### src/rtl/rxfifo_if.sv
// Receiver-side and CPU-side signals of the receive buffer, bundled for the rxfifo port list.
interface rxfifo_if #(
  parameter int LOG2DEPTH = 4
);
  logic                 rx_valid;
  logic [7:0]           rx_data;
  logic                 rx_rd;
  logic                 rd;
  logic                 valid;
  logic [7:0]           data;
  logic [LOG2DEPTH:0]   level;
  logic                 overrun;
  logic                 clr_overrun;

  // Handshake: the receiver holds rx_valid/rx_data until it sees rx_rd; rx_rd is
  // asserted in the same cycle as rx_valid, so every byte is taken (stored or dropped)
  // on that edge. On the CPU side, rd pops the head only while valid=1; rd while
  // valid=0 is ignored.
  modport slave (
    input  rx_valid, rx_data, rd, clr_overrun,
    output rx_rd, valid, data, level, overrun
  );

  modport master (
    output rx_valid, rx_data, rd, clr_overrun,
    input  rx_rd, valid, data, level, overrun
  );
endinterface

### src/rtl/rxfifo.sv
// Receive buffer behind the serial receiver: first-word-fall-through FIFO with
// fill level and sticky overrun flag. The receiver is never stalled.
module rxfifo #(
  parameter int LOG2DEPTH = 4
) (
  input  logic    clk,
  input  logic    resetq,
  rxfifo_if.slave bus
);
  localparam int DEPTH = 2 ** LOG2DEPTH;
  localparam int CW    = LOG2DEPTH + 1;

  logic [7:0]           mem_q [DEPTH];
  logic [LOG2DEPTH-1:0] wptr_q, wptr_d;
  logic [LOG2DEPTH-1:0] rptr_q, rptr_d;
  logic [CW-1:0]        count_q, count_d;
  logic                 overrun_q, overrun_d;

  logic full, empty, pop, push, drop;

  assign full  = (count_q == CW'(DEPTH));
  assign empty = (count_q == '0);
  assign pop   = bus.rd & ~empty;
  // A pop in the same cycle frees a slot, so a byte arriving while full is still kept.
  assign push  = bus.rx_valid & (~full | pop);
  assign drop  = bus.rx_valid & full & ~pop;

  // Release depends only on rx_valid; held low while in reset.
  assign bus.rx_rd   = bus.rx_valid & resetq;
  assign bus.valid   = ~empty;
  assign bus.data    = mem_q[rptr_q];
  assign bus.level   = count_q;
  assign bus.overrun = overrun_q;

  always_comb begin
    wptr_d    = wptr_q;
    rptr_d    = rptr_q;
    count_d   = count_q;
    overrun_d = overrun_q;
    if (push) wptr_d = wptr_q + 1'b1;
    if (pop)  rptr_d = rptr_q + 1'b1;
    case ({push, pop})
      2'b10:   count_d = count_q + 1'b1;
      2'b01:   count_d = count_q - 1'b1;
      default: count_d = count_q;
    endcase
    // A drop wins over a simultaneous clear.
    if (drop)                 overrun_d = 1'b1;
    else if (bus.clr_overrun) overrun_d = 1'b0;
  end

  always_ff @(posedge clk or negedge resetq) begin
    if (!resetq) begin
      wptr_q    <= '0;
      rptr_q    <= '0;
      count_q   <= '0;
      overrun_q <= 1'b0;
    end else begin
      wptr_q    <= wptr_d;
      rptr_q    <= rptr_d;
      count_q   <= count_d;
      overrun_q <= overrun_d;
    end
  end

  always_ff @(posedge clk) begin
    if (push) mem_q[wptr_q] <= bus.rx_data;
  end
endmodule
### src/flat_wrapper.sv
// flat-port wrapper written by rule: the top's interface ports become plain ports
module rxfifo_flat 
#(
  parameter int LOG2DEPTH = 4
)
  (clk, resetq, bus_rx_valid, bus_rx_data, bus_rd, bus_clr_overrun, bus_rx_rd, bus_valid, bus_data, bus_level, bus_overrun);
  rxfifo_if #(.LOG2DEPTH(LOG2DEPTH)) bus_i ();
  input  logic clk;
  input  logic resetq;
  input wire logic [$bits(bus_i.rx_valid)-1:0] bus_rx_valid;
  input wire logic [$bits(bus_i.rx_data)-1:0] bus_rx_data;
  input wire logic [$bits(bus_i.rd)-1:0] bus_rd;
  input wire logic [$bits(bus_i.clr_overrun)-1:0] bus_clr_overrun;
  output wire logic [$bits(bus_i.rx_rd)-1:0] bus_rx_rd;
  output wire logic [$bits(bus_i.valid)-1:0] bus_valid;
  output wire logic [$bits(bus_i.data)-1:0] bus_data;
  output wire logic [$bits(bus_i.level)-1:0] bus_level;
  output wire logic [$bits(bus_i.overrun)-1:0] bus_overrun;
  assign bus_i.rx_valid = bus_rx_valid;
  assign bus_i.rx_data = bus_rx_data;
  assign bus_i.rd = bus_rd;
  assign bus_i.clr_overrun = bus_clr_overrun;
  assign bus_rx_rd = bus_i.rx_rd;
  assign bus_valid = bus_i.valid;
  assign bus_data = bus_i.data;
  assign bus_level = bus_i.level;
  assign bus_overrun = bus_i.overrun;
  rxfifo #(.LOG2DEPTH(LOG2DEPTH)) u_core (.clk(clk), .resetq(resetq), .bus(bus_i));
endmodule
### config.mk
export PLATFORM = sky130hd
export DESIGN_NAME = rxfifo_flat
export DESIGN_NICKNAME = d
export VERILOG_FILES = /design/src/rtl/rxfifo_if.sv /design/src/rtl/rxfifo.sv /design/src/flat_wrapper.sv
export SDC_FILE = /design/constraint.sdc
export NUM_CORES = 1
export LEC_CHECK = 0
export CAP_MARGIN = 25
export CORE_UTILIZATION = 35
export CTS_BUF_LIST = sky130_fd_sc_hd__clkbuf_8
export CTS_CLUSTER_DIAMETER = 50
export DETAILED_ROUTE_END_ITERATION = 10
export PLACE_DENSITY_LB_ADDON = 0.05
export SYNTH_ARGS = -nofsm -noshare
export SYNTH_HDL_FRONTEND = slang
export SYNTH_SLANG_ARGS = --single-unit
### constraint.sdc
create_clock -name clk -period 5 [get_ports clk]
set_input_delay 0.5 -clock clk [delete_from_list [all_inputs] [get_ports clk]]
set_output_delay 0.5 -clock clk [all_outputs]
set_load 0.005 [all_outputs]
==> qor.txt, run 1 <==
Outcome -> finished clean
TNS Setup -> 0 ns
Largest cells by area after synthesis -> edfxtp_1 (68%), mux4_2 (13%), dfrtp_1 (6.2%)
Top-count cell post-synth -> edfxtp_1
Post-route insts no fill -> 579
Post-Syn Nets -> 319
Avg WL per Cell -> 22.1 um
FF+latch count, synth -> 142
DP HPWL -> 8260 um
Drt pass-1 iters -> 6
Worst Path Max Fanout -> 14
Clock Tree Buf Depth -> 2
# DRC -> 0
Synth Area per Inst -> 18.9 sq um
Clock slew at reported path FFs -> 0.07 ns
Fmax -> 0.303 GHz
Post-synth top area share -> 67.7%
Worst-Skew Late Latency -> 0.43 ns
Core area -> 15900 sq um
Share of cells above drive strength 1 -> 22.0%
Inserted Diodes -> 0
Max rail drop VDD -> 186 uV
FP Rows -> 46
Cell with the largest stage delay on the worst path -> dfrtp_2
Req. time, crit path -> 4.50 ns
Max cap viols -> 0
Min cycle time layout -> 3.30 ns
Worst setup EP type -> output pin
Final setup viols -> 0
Cts hold-fix bufs -> 0
Total wire length -> 12800 um
P_leak -> 0.00222 uW
RSZ-0062 raised after global routing -> no
Design area -> 6740 sq um
Async SR Flop Fraction -> 9.86%
GR Layer Usage met2 -> 27.5%
Die Y -> 129 um
Final #Nets -> 369
Worst EP arrival -> 2.80 ns
Final hold violation count -> 0
Post-CTS Setup Inserts -> 0
GPL Wtd Cong -> 0.776
Yosys warnings -> 0
Routed Antenna Nets -> 0
All-Layer GR Usage -> 17.0%
Post-synth top cells -> edfxtp_1 (128), mux4_2 (32), nand2_1 (20)
Worst min path class -> primary input to async pin
Full die area -> 16700 sq um
Grt peak-use layer -> met2
Slew margin rel. -> 36.6%
Starting Density -> 35.8%
Drt via density -> 5.04
Met1 usage -> 22.6%
Slew Limit Fails -> 0
Placed cell count -> 547
Cell breakdown of the critical path -> buf_4, mux4_2, a22oi_1, nand2_1, clkdlybuf4s50_1
Io pins -> 29
Worst-Margin Slew -> 0.947 ns
CP startpoint -> u_core.rptr_q[0]
Global-route wire length before repair -> 19300 um
WHS -> 0.492 ns
Root buffer cell -> clkbuf_8
CTS H-Tree Depth -> 4
Post-synth top flop -> edfxtp_1
GRT Residual Overflow -> 0
Post-Syn Area -> 5680 sq um
Vias in the first global route -> 3030
Iter 0 DRT Violations -> 174
Slowest stage delay, CP -> 0.65 ns
Initial antenna violation count -> 0
Post-cts gate resize count -> 0
M3 GR Usage -> 3.63%
FF-to-FF Start -> u_core.bus.level[1]
Final Core Density -> 42.4%
Period utilization -> 66.1%
Vias post-DR -> 2918
Placed Area -> 6320 sq um
Largest net degree at the start of global routing -> 17
Pwr dens -> 553 nW/um^2
Seq/Total Area, Yosys -> 73.8%
Layout Area Growth over Synthesis -> 18.6%
Area leader, netlist -> edfxtp_1
Port buffer count -> 28
Total CTS buffers -> 17
Synth Instances -> 300
Clock Skew -> 0.0101 ns
Die width -> 129 um
Worst setup SP type -> flop
Netlist cell types -> 36
CP Class -> flop to output pin
CTS tree -> yes
Post-synth EDFFs -> 128
CTS sink cnt -> 142
## metrics by stage
stage,total power [uW],setup WS [ns]
after floorplan,2290,2.86
after global placement,2800,1.83
after detailed placement,2830,1.81
after CTS,3790,1.55
after global routing,3930,1.41
final,3720,1.70
## registers in the layout, summed over array words and instances (netlist names)
| name | cells |
|---|---|
| u_core.mem_q | 128 |
| u_core.bus.overrun | 1 |
| u_core.wptr_q | 4 |
| u_core.bus.level | 5 |
| u_core.rptr_q | 4 |
## path summary, 6_finish.rpt
path | endpoint | slack, ns | cells after the start
max | bus_data[3] | 1.70 | 5
min | u_core.bus.level[0] | 0.49 | 1
max reg2reg | u_core.mem_q[1][1] | 2.42 | 5
min reg2reg | u_core.bus.overrun | 0.50 | 2
max in group asynchronous | u_core.rptr_q[0] | 4.01 | 1
min in group clk | u_core.bus.overrun | 0.50 | 2
## where the power goes
part / internal [uW] / switching, uW
clock network: 533 / 425
registers: 1450 / 157
logic: 608 / 546
total: 2600 / 1130
## placed cells by master (no fill, tap or decap), types with 3 or more instances in the layout
master and instances:
mux4_2 32, a22oi_1 16, nor3_1 4, dfrtp_1 13, nor2_1 17, bufinv_16 4, buf_4 15, clkinv_2 3
nand2b_1 3, clkbuf_8 17, clkdlybuf4s50_1 28, edfxtp_1 128, and2_1 3, nand2_1 20, ha_1 6, xnor2_1 7
o21ai_0 4, clkinv_1 3, inv_1 7, nand3_1 3
## area by class of cell
cell class,instances,area (sq um)
inverters,5,18.8
multi-input cells,138,1400
flip-flops and latches,142,4200
repair buffers,46,437
fillers,1465,9150
well taps,216,270
clock buffers,17,234
clock inverters,15,179
## worst max-delay path: cells and delay by family (launching register included)
family,cells,cell delay [ns]
AO/OA/AOI/OAI,1,0.23
buffers and inverters,2,0.84
multiplexers,1,0.54
flip-flops,1,0.65
AND/OR/NAND/NOR,1,0.10
## routing by layer
| layer | part of all wire [%] | up-vias |
|---|---|---|
| met5 | 0 | - |
| met4 | 1.3 | 0 |
| met3 | 3.2 | 13 |
| met2 | 49 | 57 |
| met1 | 46 | 1539 |
| li1 | - | 1309 |
## cells by family after synthesis
group | count (synthesis) | synth area share (%)
DFF | 142 | 73.8
xor gates and xnor gates | 8 | 1.23
AOI/OAI and AO/OA | 32 | 4.12
adders and majority gates | 6 | 1.32
muxes | 34 | 13.1
and+or+nand+nor | 58 | 4.98
buffers and inverters | 20 | 1.43
Power figures use the tool's default switching activity.
==> run 2, diff against run 1 <==
clock period = 2.7 ns   (was 5 ns; I/O delays follow)
==> run 2 against run 1 <==
  * Cell count grew 4.1%
  * Global-route usage down 0.71 points
  * Worst setup slack got worse by 1.6 ns
  * Die area did not move
  * Critical path type unchanged
  * Critical endpoint unchanged
==> qor.txt, run 2 (synthesis gave the netlist of run 1 again) <==
Outcome -> finished clean
Clock slew at reported path FFs -> 0.08 ns
Drt via density -> 4.94
Routed Antenna Nets -> 0
Vias post-DR -> 2980
Die Y -> 129 um
Drt pass-1 iters -> 4
Worst-Skew Late Latency -> 0.44 ns
Iter 0 DRT Violations -> 161
FF-to-FF Start -> u_core.bus.level[1]
DP HPWL -> 7860 um
# DRC -> 0
GPL Wtd Cong -> 0.734
Final setup viols -> 0
Max rail drop VDD -> 441 uV
Initial antenna violation count -> 0
Full die area -> 16700 sq um
Cell with the largest stage delay on the worst path -> dfrtp_2
Worst-Margin Slew -> 0.609 ns
RR Endpoint -> u_core.bus.level[4]
Worst setup EP type -> output pin
Worst Path Max Fanout -> 7
Layout Area Growth over Synthesis -> 23.1%
Min cycle time layout -> 2.60 ns
Max cap viols -> 0
Largest net degree at the start of global routing -> 36
Filler instances -> 1433
Post-route insts no fill -> 603
Io pins -> 29
CP Class -> flop to output pin
Worst setup SP type -> flop
Die width -> 129 um
TNS Setup -> 0 ns
Root buffer cell -> clkbuf_8
Cts hold-fix bufs -> 0
Clock Skew -> 0.00651 ns
Largest register FFs -> 128
Req. time, crit path -> 2.43 ns
Slew margin rel. -> 59.2%
Reg2reg setup slack -> 0.50 ns
Inserted Diodes -> 0
Clock Tree Buf Depth -> 2
Core area -> 15900 sq um
RSZ-0062 raised after global routing -> no
Slew Limit Fails -> 0
Placed cell count -> 559
Cells on worst reg2reg path -> 9
CTS sink cnt -> 142
FP Rows -> 46
Worst EP arrival -> 2.33 ns
Avg WL per Cell -> 20.2 um
Most flops, register -> u_core.mem_q
CTS H-Tree Depth -> 4
GRT Residual Overflow -> 0
All-Layer GR Usage -> 16.3%
Port buffer count -> 28
CTS tree -> yes
P_leak -> 0.00238 uW
Share of cells above drive strength 1 -> 30.0%
Period utilization -> 96.3%
Cell breakdown of the critical path -> buf_12, mux4_2, a22oi_2, nand2_1, clkdlybuf4s50_1
Worst min path class -> primary input to async pin
Pwr dens -> 1010 nW/um^2
Slowest stage delay, CP -> 0.50 ns
Most common cell after layout, fill and taps aside -> edfxtp_1
Vias in the first global route -> 3154
Global-route wire length before repair -> 18900 um
Total wire length -> 12200 um
Final hold violation count -> 0
Final #Nets -> 393
Starting Density -> 35.8%
Total CTS buffers -> 17
Commonest cells after routing, fill and taps aside -> edfxtp_1 (128), buf_4 (37), mux4_2 (32)
Fmax -> 0.384 GHz
==> run 2: cell types whose count changed in the layout (fill, tap and decap cells not counted), sizes merged <==
cell / change
clkdlybuf4s50: -7
inv: +2
clkinv: -3
bufinv: -1
buf: +24
clkinvlp: +2
dlymetal6s2s: +2
dlygate4sd2: +5
==> run 2: routing by layer <==
metal | routed length (um) | up-vias | GRT usage, % | share of wire [%]
met2 | 6100 | 62 | 27.1 | 50
met4 | 189 | 0 | 7.06 | 1.6
li1 | - | 1353 | - | -
met5 | 0 | - | 0 | 0
met1 | 5450 | 1552 | 20.6 | 45
met3 | 440 | 13 | 3.47 | 3.6
==> run 2: per-stage QoR <==
step | power (uW) | hold WS [ns] | cell area [sq um] | util (%) | setup WS, ns
after global routing | 7450 | 0.186 | 6990 | 44.0 | 0.000439
after global placement | 5250 | 0.483 | 6430 | 40.5 | 0.210
final | 7060 | 0.168 | 6990 | 44.0 | 0.0986
after floorplan | 4240 | -0.0256 | 5680 | - | 0.565
after CTS | 6990 | 0.141 | 6870 | 43.2 | -0.0469
after detailed placement | 5260 | 0.488 | 6430 | 40.5 | 0.269
==> run 2: critical path, delay by kind of cell (launching register included) <==
| kind | cells | cell delay [ns] |
|---|---|---|
| buffers and inverters | 2 | 0.60 |
| DFF | 1 | 0.50 |
| muxes | 1 | 0.50 |
| AOI/OAI and AO/OA | 1 | 0.21 |
| and+or+nand+nor | 1 | 0.08 |
==> run 2: cell type report <==
type                       instances  area [sq um]  share of cell area (%)
clock buffer                      17           234                    3.35
clock inverter                    15           155                    2.22
inverter                           5          18.8                   0.268
multi-input combinational        138          1460                    20.9
sequential                       142          4200                    60.0
tap                              216           270                    3.87
timing repair buffer              70           657                    9.40
==> run 2: worst max-delay path by stage <==
stage                         from            endpoint  cells past startpoint
3_3_place_gp                bus_rd  u_core.mem_q[7][4]                      6
6_report          u_core.rptr_q[0]         bus_data[3]                      5
4_1_cts           u_core.rptr_q[0]         bus_data[0]                      5
3_5_place_dp                bus_rd  u_core.mem_q[1][2]                      6
2_1_floorplan  u_core.bus.level[1]  u_core.mem_q[3][0]                      5
5_1_grt           u_core.rptr_q[0]         bus_data[3]                      5
==> run 2: repair_timing <==
item,4_1_cts,5_1_grt
endpoints found under the setup margin,8,3
buffers inserted,1,11
gates resized for setup,15,7
pin swaps,4,2
==> run 2: power breakdown <==
group / internal (uW) / switching [uW]
clock network: 893 / 774
logic: 1320 / 1140
registers: 2690 / 237
total: 4900 / 2150
